`config.mk`:
```
export PLATFORM = sky130hd
export DESIGN_NAME = std_mult_seq
export DESIGN_NICKNAME = d
export VERILOG_FILES = /design/src/rtl/std_mult_seq.sv
export SDC_FILE = /design/constraint.sdc
export NUM_CORES = 1
export LEC_CHECK = 0
export CORE_MARGIN = 4
export CORE_UTILIZATION = 58
export DETAILED_ROUTE_END_ITERATION = 6
export GPL_TIMING_DRIVEN = 0
export PLACE_DENSITY = 0.82
export SLEW_MARGIN = 0
export SYNTH_ARGS = -nofsm -noshare
export SYNTH_HDL_FRONTEND = slang
export SYNTH_SLANG_ARGS = --single-unit
```
`constraint.sdc`:
```
create_clock -name clk -period 7.9 [get_ports clk]
set_clock_uncertainty 0.2 [all_clocks]
set_input_delay 0.79 -clock clk [delete_from_list [all_inputs] [get_ports clk]]
set_output_delay 0.79 -clock clk [all_outputs]
set_load 0.1 [all_outputs]
```
`src/rtl/std_mult_seq.sv`:
```
// std_mult_seq: sequential shift-and-add unsigned multiplier.
// Consumes one multiplier bit per clock, LSB first, and produces the full
// 2*width product as {out_hi, out}. done pulses for one cycle per result.
// Optional feature macro: STD_MULT_SEQ_ZERO_SKIP_EN. When it is defined, a
// zero operand finishes in a single edge instead of width+1 edges.
module std_mult_seq #(
    parameter int width = 32
) (
    input  logic             clk,
    input  logic             reset_n,
    input  logic             go,
    input  logic [width-1:0] left,
    input  logic [width-1:0] right,
    output logic [width-1:0] out,
    output logic [width-1:0] out_hi,
    output logic             done
);

    localparam int CW = (width > 2) ? $clog2(width) : 1;
    localparam logic [CW-1:0] LAST_BIT = CW'(width - 1);

    typedef enum logic [1:0] {
        IDLE = 2'd0,
        RUN  = 2'd1,
        DONE = 2'd2
    } state_t;

    state_t             state;
    logic [width-1:0]   mcand;
    logic [width-1:0]   mplier;
    logic [2*width-1:0] acc;
    logic [CW-1:0]      cnt;

    logic [width:0]     sum;
    logic [2*width-1:0] acc_next;

    // One shift-and-add step: add the multiplicand into the upper half when
    // the current multiplier bit is set, keeping the carry, then shift right.
    always_comb begin
        sum      = {1'b0, acc[2*width-1:width]} + {1'b0, (mplier[0] ? mcand : {width{1'b0}})};
        acc_next = {sum, acc[width-1:1]};
    end

    // Control FSM with registered result and done outputs.
    always_ff @(posedge clk or negedge reset_n) begin
        if (!reset_n) begin
            state  <= IDLE;
            mcand  <= '0;
            mplier <= '0;
            acc    <= '0;
            cnt    <= '0;
            out    <= '0;
            out_hi <= '0;
            done   <= 1'b0;
        end else begin
            done <= 1'b0;
            case (state)
                IDLE: begin
                    if (go) begin
`ifdef STD_MULT_SEQ_ZERO_SKIP_EN
                        if (left == '0 || right == '0) begin
                            // Product is trivially zero: report it right away.
                            out    <= '0;
                            out_hi <= '0;
                            done   <= 1'b1;
                            state  <= DONE;
                        end else
`endif
                        begin
                            mcand  <= left;
                            mplier <= right;
                            acc    <= '0;
                            cnt    <= '0;
                            state  <= RUN;
                        end
                    end
                end
                RUN: begin
                    if (!go) begin
                        // Caller withdrew the request: abandon, keep old result.
                        state <= IDLE;
                    end else begin
                        acc    <= acc_next;
                        mplier <= mplier >> 1;
                        cnt    <= cnt + 1'b1;
                        if (cnt == LAST_BIT) begin
                            // Final bit consumed this cycle: publish the product.
                            out    <= acc_next[width-1:0];
                            out_hi <= acc_next[2*width-1:width];
                            done   <= 1'b1;
                            state  <= DONE;
                        end
                    end
                end
                DONE: begin
                    state <= IDLE;
                end
                default: begin
                    state <= IDLE;
                end
            endcase
        end
    end

endmodule

```
==> out/qor.yml <==
layout:
  layout-drive-gt1-share: 0.0608
  antenna_cells: 0
  fin_nets: 1257
  syn2layout_area_growth_pct: 23.1
place:
  dp_slack_ns: 4.43
  gp_congestion: 0.924
  io_buffers: 131
  place_hpwl_um: 16400
global_route:
  grt_pass1_vias: 7855
  grt_first_pass_wirelength_um: 38800
  antenna_found_initial: 0
  grt_usage: 0.263
  grt_overflow: 0
  grt_max_degree: 124
sta:
  worst_hold_slack_ns: 0.103
  finalHoldViolCount: 0
  drv_slew: 0
  fin_crit_sh: 0.469
  setup_viol: 0
  tightest_slew_ns: 1.01
  timing.slew.headroom: 0.322
  period_needed_ns: 3.70
  fmax_mhz: 270
  rsz0062_at_grt: "false"
  worst_slack_ns: 4.20
floorplan:
  start_util: 0.597
  core_area_mm2: 0.0160
  fp-row-count: 46
  die_w_um: 136
  die_area_mm2: 0.0186
  die_h_um: 136
  io_pins: 132
clock_tree:
  postCtsSetupRepairBufs: 0
  clockBufferDepth: 2
  cts_hold_buf: 0
  ctsResizeCount: 0
  cts_buffers: 17
  path_clk_slew_ns: 0.08
  h-tree-depth: 4
  cts-root-buf: "clkbuf_16"
  clock_latency_ns: 0.44
  clock_sink_count: 199
  cts_tree: "done"
logic_synthesis:
  syn-num-nets: 1106
  muxShareOfSynthArea: 0.0723
  synth_cell_type_count: 49
  synth_top_family_by_area: "simple AND/OR/NAND/NOR gates"
  synth_area_mm2: 0.00955
  synth-compound-area-share: 0.121
  synthXorXnorAreaFrac: 0.0248
  yosysSeqAreaShare: 0.521
  synth_edf_count: 0
  syn_area_per_cell_um2: 9.52
  synth_cells: 1004
  synth_ff_type: "dfrtp_1"
  synth-simple-area-share: 0.188
  ys_ff_latch: 199
  async_flop_share: 1.00
  ys.warnings.count: 0
  synthAdderAreaFrac: 0.0466
critical_path:
  slowest_delay_ns: 0.45
  path_cells: "clkbuf_1 > and2_1 > ha_1 > a21o_1 > a31oi_1 > o21ai_0 > o21ai_0 > a21oi_1 > o211ai_1 > nand3_1 > a31o_2"
  crit_type: "reg -> reg"
  required_ns: 8.03
  start_kind: "register"
  cp_max_fo: 10
  cp_common_cell: "o21ai_0"
  arrival_ns: 3.83
  cp_slowest_cell: "dfrtp_1"
  crit_path_end_kind: "register"
drt:
  met2WireLength_um: 11100
  drt_iter0_drc: 621
  avgRoutedWirePerCell_um: 16.9
  highest_layer: "met4"
  vias: 7834
  wl_met1_um: 10300
  met3_length_um: 1450
  first_pass_iters: 5
  finalWirelength_um: 23400
  viasPerCell: 5.66
  drc: 0
  detail-route-antenna-nets: 0
outcome:
  status: "completed"
power_and_ir_drop:
  powerDensity_mw_per_mm2: 210
  p_leak_nw: 5.64
  ir_worst_vdd_mv: 0.163
run:
  max_cap_violations: 0
hold_path:
  hp-class: "in -> async"
==> critical path: cells and delay by family (launching register included) <==
family          cells  cell delay, ns
fa+ha+maj           1            0.29
buf+inv             1            0.43
compound gates      7            1.84
flops               1            0.45
simple gates        2            0.39
==> cells in the mapped netlist, types with 7 or more instances <==
master / n / area, um2
nand2_1: 287 / 1080
dfrtp_1: 199 / 4980
o21ai_0: 94 / 470
clkbuf_1: 50 / 188
nand3_1: 42 / 210
ha_1: 34 / 425
a21oi_1: 33 / 165
and2_1: 33 / 206
mux2i_1: 33 / 330
mux2_2: 32 / 360
a21o_1: 22 / 165
nor2_1: 22 / 82.6
xor2_1: 14 / 123
xnor2_1: 13 / 114
nor2b_1: 9 / 56.3
buf_1: 7 / 26.3
inv_1: 7 / 26.3
nand4_1: 7 / 43.8
o31ai_1: 7 / 52.6
==> worst paths after layout <==
kind                       startpoint          to  slack [ns]  depth (start not counted)
setup reg to reg            mplier[0]  out_hi[30]        4.20                         11
min in group clk               out[6]      out[6]        0.27                          2
max in group asynchronous     reset_n     acc[22]        6.39                          2
hold / removal                reset_n  out_hi[16]        0.10                          1
setup / recovery            mplier[0]  out_hi[30]        4.20                         11
hold reg to reg                out[6]      out[6]        0.27                          2
==> stage by stage <==
stage	area, um2	utilization	setup TNS, ns	power (W)	instances
after floorplan	9550	-	0	0.00144	1004
after global placement	11100	0.696	-460.49	0.00158	1351
after detailed placement	11200	0.698	0	0.00160	1352
after CTS	11800	0.735	0	0.00247	1384
after global routing	11800	0.735	0	0.00259	1384
final	11800	0.735	0	0.00247	1384
==> layer usage <==
layer  global-route usage  vias up
li1                     -     3716
met1                0.365     3843
met2                0.415      242
met3               0.0629       33
met4               0.0756        0
met5                    0        -
==> power by group <==
group          internal, W  switching, W  leakage (nW)
clock network     0.000431      0.000449         0.295
logic             0.000180      0.000257          2.70
registers          0.00110     0.0000507          2.64
total              0.00171      0.000757          5.64
==> cell families (layout without fill, tap and decap cells) <==
kind of cell    after synthesis  after routing
mux                          65             65
xor+xnor                     27             27
flops                       199            199
compound gates              194            194
buf+inv                      65            229
simple gates                419            419
fa+ha+maj                    35             35
==> cell usage in the layout (no fill, tap or decap), drive strengths merged, types with 18 or more instances in the layout <==
master | netlist | final
dfrtp | 199 | 199
nand3 | 42 | 42
inv | 7 | 18
a21o | 22 | 22
nor2 | 22 | 22
a21oi | 35 | 35
o21ai | 97 | 97
mux2i | 33 | 33
mux2 | 32 | 32
and2 | 33 | 33
ha | 34 | 34
clkdlybuf4s50 | 0 | 130
nand2 | 287 | 287
clkbuf | 50 | 67
==> state kept, by name, indices dropped and copies added, names as in the netlist <==
name and cells:
acc 63, mcand 32, mplier 32, out 32, out_hi 32, cnt 5
state 2, done 1
==> cell type report <==
class / count / area (um2)
Tap cell: 216 / 270
Clock inverter: 15 / 171
Fill cell: 1223 / 4240
Sequential cell: 199 / 4980
Buffer: 57 / 214
Timing Repair Buffer: 132 / 1340
Clock buffer: 17 / 425
Multi-Input combinational cell: 740 / 4330
Inverter: 8 / 30.0
(Power assumes the default switching activity.)
